## config.mk

```make
export PLATFORM = sky130hd
export DESIGN_NAME = muldiv_unit
export DESIGN_NICKNAME = d
export VERILOG_FILES = /design/src/rtl/muldiv_unit_pkg.sv /design/src/rtl/muldiv_step.sv /design/src/rtl/muldiv_unit.sv
export SDC_FILE = /design/constraint.sdc
export NUM_CORES = 1
export LEC_CHECK = 0
export BUFFER_PORTS_ARGS = -buffer_cell sky130_fd_sc_hd__buf_2
export CORE_UTILIZATION = 25
export DETAILED_ROUTE_END_ITERATION = 7
export GPL_ROUTABILITY_DRIVEN = 0
export GPL_TIMING_DRIVEN = 1
export RECOVER_POWER = 50
export SYNTH_ARGS = -nofsm -noshare
export SYNTH_HDL_FRONTEND = slang
export SYNTH_SLANG_ARGS = --single-unit
```

## constraint.sdc

```tcl
create_clock -name clk -period 3.9 [get_ports clk]
set_input_delay 0.39 -clock clk [delete_from_list [all_inputs] [get_ports clk]]
set_output_delay 0.39 -clock clk [all_outputs]
set_load 0.05 [all_outputs]
```

## src/rtl/muldiv_unit_pkg.sv

```systemverilog
// Shared processor definitions for the multiply/divide unit: funct codes,
// FSM state encoding and the latched per-operation control word.
package muldiv_unit_pkg;

  localparam int unsigned FUNCT_W = 6;

  localparam logic [FUNCT_W-1:0] FUNCT_MFHI  = 6'h10;
  localparam logic [FUNCT_W-1:0] FUNCT_MFLO  = 6'h12;
  localparam logic [FUNCT_W-1:0] FUNCT_MULT  = 6'h18;
  localparam logic [FUNCT_W-1:0] FUNCT_MULTU = 6'h19;
  localparam logic [FUNCT_W-1:0] FUNCT_DIV   = 6'h1A;
  localparam logic [FUNCT_W-1:0] FUNCT_DIVU  = 6'h1B;

  typedef enum logic [1:0] {
    ST_IDLE = 2'd0,
    ST_RUN  = 2'd1,
    ST_DONE = 2'd2
  } muldiv_state_e;

  // Control captured at accept time so later funct/operand changes cannot leak in
  typedef struct packed {
    logic is_div;
    logic neg_q;     // negate product (mult) or quotient (div)
    logic neg_r;     // negate remainder (follows dividend sign)
    logic div_zero;  // divisor was zero
  } muldiv_ctl_t;

  // mult/multu/div/divu occupy 0x18..0x1B
  function automatic logic is_muldiv_op(input logic [FUNCT_W-1:0] f);
    return f[5:2] == 4'b0110;
  endfunction

  // Even codes in the group are the signed variants
  function automatic logic is_signed_op(input logic [FUNCT_W-1:0] f);
    return ~f[0];
  endfunction

  function automatic logic is_div_op(input logic [FUNCT_W-1:0] f);
    return f[1];
  endfunction

endpackage

```

## src/rtl/muldiv_step.sv

```systemverilog
// One iteration of unsigned shift-add multiply or restoring divide.
// Multiply: acc holds the running upper half, qr the multiplier/lower half.
// Divide:   acc holds the partial remainder, qr the dividend/quotient.
module muldiv_step #(
  parameter int unsigned WIDTH = 32
) (
  input  logic             is_div,
  input  logic [WIDTH-1:0] acc,
  input  logic [WIDTH-1:0] qr,
  input  logic [WIDTH-1:0] opb,
  output logic [WIDTH-1:0] acc_n,
  output logic [WIDTH-1:0] qr_n
);

  logic [WIDTH:0]   sum;
  logic [WIDTH:0]   rem_sh;
  logic [WIDTH-1:0] diff;
  logic             ge;

  // Compute both iteration flavours and select by operation
  always_comb begin
    sum    = {1'b0, acc} + (qr[0] ? {1'b0, opb} : (WIDTH+1)'(0));
    rem_sh = {acc, qr[WIDTH-1]};
    ge     = rem_sh >= {1'b0, opb};
    // True difference is below 2^WIDTH whenever ge holds, so the low bits suffice
    diff   = rem_sh[WIDTH-1:0] - opb;

    if (is_div) begin
      acc_n = ge ? diff : rem_sh[WIDTH-1:0];
      qr_n  = {qr[WIDTH-2:0], ge};
    end else begin
      acc_n = sum[WIDTH:1];
      qr_n  = {sum[0], qr[WIDTH-1:1]};
    end
  end

endmodule

```

## src/rtl/muldiv_unit.sv

```systemverilog
// Iterative MIPS-style multiply/divide unit with committed HI/LO registers.
// Operates on magnitudes for WIDTH cycles, then applies sign fix-up on the
// commit edge into DONE.
module muldiv_unit
  import muldiv_unit_pkg::*;
#(
  parameter int unsigned WIDTH = 32
) (
  input  logic               clk,
  input  logic               rstn,
  input  logic               start,
  input  logic [5:0]         funct,
  input  logic [WIDTH-1:0]   src_a,
  input  logic [WIDTH-1:0]   src_b,
  output logic               busy,
  output logic               done,
  output logic [WIDTH-1:0]   hi,
  output logic [WIDTH-1:0]   lo,
  output logic [WIDTH-1:0]   result
);

  localparam int unsigned CNT_W = $clog2(WIDTH + 1);

  muldiv_state_e    state, state_next;
  muldiv_ctl_t      ctl;
  logic [CNT_W-1:0] cnt;
  logic [WIDTH-1:0] acc, qr, opb, a_raw;
  logic [WIDTH-1:0] acc_n, qr_n;

  logic             accept_c;
  logic             a_neg_c, b_neg_c;
  logic [WIDTH-1:0] a_mag_c, b_mag_c;
  logic             iter_last_c;

  logic [2*WIDTH-1:0] prod_c;
  logic [WIDTH-1:0]   quo_c, rem_c;
  logic [WIDTH-1:0]   hi_fix_c, lo_fix_c;

  // Operand magnitudes and accept decode
  always_comb begin
    accept_c = start && (state == ST_IDLE) && is_muldiv_op(funct);
    a_neg_c  = is_signed_op(funct) && src_a[WIDTH-1];
    b_neg_c  = is_signed_op(funct) && src_b[WIDTH-1];
    a_mag_c  = a_neg_c ? -src_a : src_a;
    b_mag_c  = b_neg_c ? -src_b : src_b;
    iter_last_c = (cnt == CNT_W'(WIDTH));
  end

  // Next-state logic
  always_comb begin
    state_next = state;
    unique case (state)
      ST_IDLE: if (accept_c) state_next = ST_RUN;
      ST_RUN:  if (iter_last_c) state_next = ST_DONE;
      ST_DONE: state_next = ST_IDLE;
      default: state_next = ST_IDLE;
    endcase
  end

  // State register with registered busy/done decoded from the next state
  always_ff @(posedge clk or negedge rstn) begin
    if (!rstn) begin
      state <= ST_IDLE;
      busy  <= 1'b0;
      done  <= 1'b0;
    end else begin
      state <= state_next;
      busy  <= (state_next != ST_IDLE);
      done  <= (state_next == ST_DONE);
    end
  end

  muldiv_step #(.WIDTH(WIDTH)) u_step (
    .is_div (ctl.is_div),
    .acc    (acc),
    .qr     (qr),
    .opb    (opb),
    .acc_n  (acc_n),
    .qr_n   (qr_n)
  );

  // Sign fix-up and divide-by-zero override applied at commit
  always_comb begin
    prod_c = {acc, qr};
    if (ctl.neg_q) prod_c = -prod_c;
    quo_c  = ctl.neg_q ? -qr : qr;
    rem_c  = ctl.neg_r ? -acc : acc;
    if (!ctl.is_div) begin
      hi_fix_c = prod_c[2*WIDTH-1:WIDTH];
      lo_fix_c = prod_c[WIDTH-1:0];
    end else if (ctl.div_zero) begin
      hi_fix_c = a_raw;
      lo_fix_c = '1;
    end else begin
      hi_fix_c = rem_c;
      lo_fix_c = quo_c;
    end
  end

  // Operand latch, iteration registers and HI/LO commit
  always_ff @(posedge clk or negedge rstn) begin
    if (!rstn) begin
      ctl   <= '0;
      cnt   <= '0;
      acc   <= '0;
      qr    <= '0;
      opb   <= '0;
      a_raw <= '0;
      hi    <= '0;
      lo    <= '0;
    end else if (accept_c) begin
      ctl.is_div   <= is_div_op(funct);
      ctl.neg_q    <= a_neg_c ^ b_neg_c;
      ctl.neg_r    <= a_neg_c;
      ctl.div_zero <= is_div_op(funct) && (src_b == '0);
      cnt   <= '0;
      acc   <= '0;
      a_raw <= src_a;
      if (is_div_op(funct)) begin
        qr  <= a_mag_c;
        opb <= b_mag_c;
      end else begin
        qr  <= b_mag_c;
        opb <= a_mag_c;
      end
    end else if (state == ST_RUN) begin
      if (iter_last_c) begin
        hi <= hi_fix_c;
        lo <= lo_fix_c;
      end else begin
        acc <= acc_n;
        qr  <= qr_n;
        cnt <= cnt + CNT_W'(1);
      end
    end
  end

  // Move-from-HI/LO read port
  always_comb begin
    result = '0;
    if (funct == FUNCT_MFHI)      result = hi;
    else if (funct == FUNCT_MFLO) result = lo;
  end

endmodule
```

Word level (Yosys, flattened, before mapping):

Cells that the tools add are included.

* input port bits: 73
* register bits after elaboration: 206
* logic and storage cells: 73
* output and inout bits: 98

* equal/unequal tests: 7
* reductions and logical operators: 11
* add/sub/neg operators: 8
* order comparisons: 1
* bitwise logic cells: 3
* mux-type cells: 29

Operator list (number)
* $mux W32: 22
* $neg A32 Y32: 4
* $mux W64: 1
* $neg A64 Y64: 1
* $add A32 B33 Y33: 1
* $ge A33 B32 Y1: 1
* $logic_not A32 Y1: 1
* $sub A32 B32 Y32: 1
* $mux W6: 3
* $eq A6 B5 Y1 const B: 2
* $add A6 B1 Y6 const B: 1
* $eq A6 B6 Y1 const B: 1
* $logic_and A1 B1 Y1: 5
* $eq A4 B3 Y1 const B: 1
* $mux W2: 2
* $pmux W2 S2: 1
* $reduce_bool A2 Y1: 2
* $reduce_and A3 Y1: 1
* $eq A2 B1 Y1 const B: 1
* $eq A2 B2 Y1 const B: 1
* $logic_not A2 Y1: 1
* $ne A2 B2 Y1 const B: 1
* $not A1 Y1: 2
* $reduce_and A2 Y1: 1
* $xor A1 B1 Y1: 1

Depth between registers and ports, before layout:

* depth after elaboration: 6
* gate-level depth with buffers: 15
* gate-level depth less buffers: 13

By module:

From an unflattened synthesis, not the netlist that was laid out.

* cell total of the unflattened synthesis: 2336
* area, all modules: 18108.6 µm²

By module, submodules not included
* muldiv_unit: area an instance 13380.3 µm², sequential area each 5154.9 µm², times used 1, cells each 1635
* muldiv_step: area an instance 4728.3 µm², sequential area each 0.0 µm², times used 1, cells each 701

Worst setup path before layout:

No wires, ideal clock.

* kind: register to register
* from: register qr[0]
* to: register acc[30]
* path slack: 0.567 ns
* library setup time: 0.095 ns
* data required time: 3.805 ns
* arrival time: 3.237 ns
* clock period less this slack: 3.333 ns
* buffers on the path: 2
* stages on the path, launching flop included: 15
* path through: dfrtp_1 > clkbuf_1 > inv_1 > clkbuf_1 > nor2_1 > ha_1 > a21o_1 > nand2_1 > and3_1 > o31ai_1 > a31oi_1 > nor4_1 > o22ai_1 > mux2_2 > o31ai_1

* word-level cells in the longest chain between the ends: 6

RTL lines
* from (decl): line muldiv_unit.sv:27 `logic [WIDTH-1:0] acc, qr, opb, a_raw;`
* from (signal assigned): line muldiv_unit.sv:120 `qr <= a_mag_c;`
* from (signal assigned): line muldiv_unit.sv:123 `qr <= b_mag_c;`
* from (signal assigned): line muldiv_unit.sv:132 `qr <= qr_n;`
* $mux W32: line muldiv_step.sv:22 `sum = {1'b0, acc} + (qr[0] ? {1'b0, opb} : (WIDTH+1)'(0));`
* $add A32 B33 Y33: line muldiv_step.sv:22
* $mux W32: line muldiv_step.sv:28 `if (is_div) begin`
* $mux W32: line muldiv_unit.sv:127 `if (iter_last_c) begin`
* $mux W32: line muldiv_unit.sv:126 `end else if (state == ST_RUN) begin`
* $mux W32: line muldiv_unit.sv:111 `end else if (accept_c) begin`
* to (signal assigned): line muldiv_unit.sv:131 `acc <= acc_n;`
* to (decl): line muldiv_unit.sv:27

Every way passes these cells. The select of a mux whose other input is x is not followed.
A chain may end at the register's enable or synchronous reset.

Worst setup path after layout:

* from: register acc[22]
* to: register acc[0]

* word-level cells in the longest chain between the ends: 6

RTL lines
* $ge A33 B32 Y1: line muldiv_step.sv:24 `ge = rem_sh >= {1'b0, opb};`
* $mux W32: line muldiv_step.sv:29 `acc_n = ge ? diff : rem_sh[WIDTH-1:0];`
* $mux W32: line muldiv_step.sv:28
* $mux W32: line muldiv_unit.sv:127
* $mux W32: line muldiv_unit.sv:126
* $mux W32: line muldiv_unit.sv:111

Every way passes these cells. The select of a mux whose other input is x is not followed.

==> run_summary.xml <==
<?xml version="1.0" encoding="UTF-8"?>
<metrics>
  <group name="global_routing">
    <metric name="grt_pass1_wl" unit="um">100300</metric>
    <metric name="grtUsageTotal" unit="%">18.44</metric>
    <metric name="grt.overflow.total" unit="">0</metric>
    <metric name="antenna_found_initial" unit="">3</metric>
    <metric name="via_count_of_the_first_global_routing_pass" unit="">15790</metric>
    <metric name="largest_net_degree_at_the_start_of_global_routing" unit="">116</metric>
  </group>
  <group name="sta">
    <metric name="max_slew.worst_pin.slew" unit="ns">2.913</metric>
    <metric name="final-max-slew-violation-count" unit="">163</metric>
    <metric name="maxSlewHeadroom" unit="%">-94.19</metric>
    <metric name="hold_viol" unit="">0</metric>
    <metric name="finalCritPeriodShare" unit="%">93.53</metric>
    <metric name="fmax" unit="MHz">274.2</metric>
    <metric name="setup-violations-final" unit="">0</metric>
    <metric name="hold_ws" unit="ns">0.09968</metric>
    <metric name="grt_setup_unrepaired" unit="">no</metric>
    <metric name="worst_clock_skew" unit="ns">0.01997</metric>
    <metric name="final_period_minus_worst_setup_slack" unit="ns">3.648</metric>
    <metric name="timing.setup.tns" unit="ns">0</metric>
  </group>
  <group name="logic_synthesis">
    <metric name="yosysMostFrequentCell" unit="">nand2_1</metric>
    <metric name="synth_area_leader_cell" unit="">dfrtp_1</metric>
    <metric name="avgSynthCellArea" unit="um^2">7.801</metric>
    <metric name="ys_ff_latch" unit="">206</metric>
    <metric name="synth-edff-count" unit="">0</metric>
    <metric name="yosys.cell_types.count" unit="">80</metric>
    <metric name="netlist_top_cells_area" unit="">dfrtp_1 30%, mux2i_1 6.9%, nand2_1 6.7%</metric>
    <metric name="yosys_warnings" unit="">0</metric>
    <metric name="ys_async_sr_fraction" unit="%">100.0</metric>
    <metric name="synthesis.nets" unit="">2348</metric>
    <metric name="yosys-top-cells-count" unit="">306 x nand2_1, 233 x nor2_1, 206 x dfrtp_1</metric>
    <metric name="syn_inst" unit="">2203</metric>
    <metric name="synth_top_area_share" unit="%">30.00</metric>
    <metric name="post_synthesis_instance_area" unit="um^2">17190</metric>
    <metric name="most_frequently_used_flop_master_after_synthesis" unit="">dfrtp_1</metric>
    <metric name="ys_seq_area_share" unit="%">30.00</metric>
  </group>
  <group name="power">
    <metric name="reg_power_share" unit="%">23.6</metric>
    <metric name="pwr-share-clk" unit="%">15.5</metric>
    <metric name="total_switching_power" unit="mW">9.297</metric>
    <metric name="power" unit="mW">18.32</metric>
    <metric name="comb_power_share" unit="%">60.8</metric>
    <metric name="power-per-cell-area" unit="nW/um^2">909.6</metric>
    <metric name="vdd.ir_drop.worst" unit="V">0.0003526</metric>
    <metric name="switching_share" unit="%">50.75</metric>
    <metric name="cellInternalPower" unit="mW">9.022</metric>
    <metric name="leakagePower" unit="nW">8.844</metric>
  </group>
  <group name="detailed_routing">
    <metric name="route.layer.met1.wl" unit="um">30470</metric>
    <metric name="drt_iter0_drc" unit="">1769</metric>
    <metric name="wl_met3" unit="um">4540</metric>
    <metric name="drt-total-wl" unit="um">66140</metric>
    <metric name="routed_wirelength_normalized_by_instance_count" unit="um">20.53</metric>
    <metric name="highest_layer" unit="">met5</metric>
    <metric name="detailroute.wirelength.met2" unit="um">29140</metric>
    <metric name="drt_first_pass_iters" unit="">6</metric>
    <metric name="vias" unit="">17160</metric>
    <metric name="route.detailed.drc" unit="">0</metric>
    <metric name="drt.antenna.violating_nets" unit="">0</metric>
    <metric name="route.detailed.vias_per_inst" unit="">5.327</metric>
  </group>
  <group name="critical_path">
    <metric name="timing.reg2reg.worst_path_depth" unit="">10</metric>
    <metric name="worst_ep_arrival_time" unit="ns">4.12</metric>
    <metric name="worstReg2RegStart" unit="">acc[22]</metric>
    <metric name="setup.reg_to_reg.worst_slack" unit="ns">0.25</metric>
    <metric name="crit_type" unit="">flip-flop to flip-flop</metric>
    <metric name="worst-endpoint-required" unit="ns">4.37</metric>
    <metric name="worstSetupStartpointType" unit="">flip-flop</metric>
    <metric name="critical_path.reg2reg.endpoint" unit="">acc[0]</metric>
    <metric name="cp_max_fo" unit="">23</metric>
    <metric name="critPathCaptureType" unit="">flip-flop</metric>
  </group>
  <group name="cts">
    <metric name="postCtsHoldBufs" unit="">1</metric>
    <metric name="cts_max_level" unit="">1</metric>
    <metric name="postCtsSetupRepairBufs" unit="">0</metric>
    <metric name="cts_repair_resize_count" unit="">0</metric>
    <metric name="cts-root-buf" unit="">clkbuf_16</metric>
    <metric name="worstSkewPairLatency" unit="ns">0.56</metric>
    <metric name="cts_tree" unit="">done</metric>
    <metric name="clock_tree.buffer_depth" unit="">3</metric>
    <metric name="tritoncts.num_buffers" unit="">26</metric>
    <metric name="clkSinkCount" unit="">206</metric>
    <metric name="clk_pin_slew" unit="ns">0.06</metric>
  </group>
  <group name="layout">
    <metric name="area.growth.synth_to_final" unit="%">17.19</metric>
    <metric name="final_layout_size_suffix_gt1_share" unit="%">12.35</metric>
    <metric name="num-nets-final" unit="">2473</metric>
  </group>
  <group name="die">
    <metric name="initial_core_util" unit="%">25.41</metric>
    <metric name="chipWidth" unit="um">264.2</metric>
    <metric name="floorplan.die.height" unit="um">264.2</metric>
    <metric name="num_io_pins" unit="">171</metric>
    <metric name="fp-row-count" unit="">95</metric>
    <metric name="fp.coreArea" unit="um^2">67630</metric>
    <metric name="die-area" unit="um^2">69790</metric>
  </group>
  <group name="hold_path">
    <metric name="hold_path_startpoint" unit="">src_a[28]</metric>
    <metric name="worst_hold_path.endpoint" unit="">a_raw[28]</metric>
    <metric name="min-delay-path-class" unit="">input port to flip-flop</metric>
    <metric name="worst_hold_path.num_cells" unit="">3</metric>
  </group>
  <group name="flow_run">
    <metric name="timing.max_cap.violations" unit="">2</metric>
  </group>
  <group name="status">
    <metric name="outcome" unit="">complete, but fails checks</metric>
    <metric name="violations" unit="">capacitance limit, slew limit</metric>
  </group>
  <group name="place">
    <metric name="port_buffers" unit="">170</metric>
    <metric name="detailedPlacementHpwl" unit="um">50820</metric>
  </group>
</metrics>
[per-stage QoR]
stage          utilization (%)  cell area (um^2)  worst slack (ns)  instances
5_1_grt                  29.78             20140           0.09908       3222
3_5_place_dp             28.42             19220            0.3598       3172
4_1_cts                  29.91             20230            0.3855       3221
3_3_place_gp             28.42             19220            0.3864       3172
2_1_floorplan                -             17190            0.5674       2203
6_report                 29.78             20140            0.2524       3222
[cell families after synthesis]
logic type	count (synthesis)	synth area share, %
compound gates	622	22.32
fa+ha+maj	72	5.329
flops	206	30.00
xor+xnor	185	9.428
simple gates	765	20.38
mux	128	7.528
buf+inv	225	5.016
[cell usage in the layout, fill, tap and decap left out, types with 11 or more instances in the layout]
cell	count
nor3_1	29
o221ai_1	23
o41ai_1	16
o31ai_1	29
nand2_1	304
clkbuf_1	47
nor2_1	231
and3_1	11
a211oi_1	14
nand3_1	35
or3_1	17
clkbuf_16	27
o21ai_0	186
mux2i_1	118
inv_1	72
o211ai_1	45
buf_4	72
nor4_1	20
nand2b_1	22
dfrtp_1	203
or4_1	13
ha_1	70
xnor2_1	88
a21o_1	33
buf_2	124
nor2b_1	16
nand4_1	12
a21oi_1	176
a31oi_1	16
xor2_1	97
[layer usage]
layer  vias to the layer above  GRT usage (%)
met5                         -              0
met1                      8350          26.75
met3                        97          2.824
met4                         4          4.730
li1                       8073              -
met2                       639          28.27
[critical path, stage by stage, from the launching register on]
cell and delay, ns:
dfrtp_1 0.50, ha_1 0.53, nand4_1 0.27, nor4_1 0.37, nand2_1 0.19, nand3_1 0.15
a221oi_1 0.09, nor2_4 0.63, mux2_2 0.41, mux2_2 0.27, o21ai_0 0.13
[sequential cells by signal, indices dropped and copies added, names as in the netlist]
register and cells:
ctl 4, acc 32, busy 1, cnt 6, a_raw 32, done 1
opb 32, lo 32, state 2, hi 32, qr 32
[layout make-up]
cell class / instances / area (um^2)
Tap cell: 873 / 1092
Antenna cell: 1 / 2.502
Sequential cell: 206 / 5161
Clock buffer: 34 / 742.0
Clock inverter: 14 / 257.7
Inverter: 74 / 277.8
Fill cell: 7285 / 47490
Multi-Input combinational cell: 1772 / 11190
Timing Repair Buffer: 248 / 1419
[power by group through the flow]
stage	Sequential, mW	Combinational (mW)	Clock (mW)
3_3_place_gp	4.31	11.0	0
4_1_cts	4.29	11.1	2.87
6_report	4.33	11.1	2.85
3_5_place_dp	4.33	11.0	0
2_1_floorplan	4.71	7.13	0
5_1_grt	4.42	12.1	2.96
[worst max path at each step]
stage | startpoint | to
after floorplan | qr[0] | acc[30]
after global placement | acc[22] | acc[0]
after detailed placement | src_b[1] | qr[29]
after CTS | acc[22] | acc[0]
after global routing | acc[22] | acc[0]
final | acc[22] | acc[0]
(Power assumes the default switching activity.)
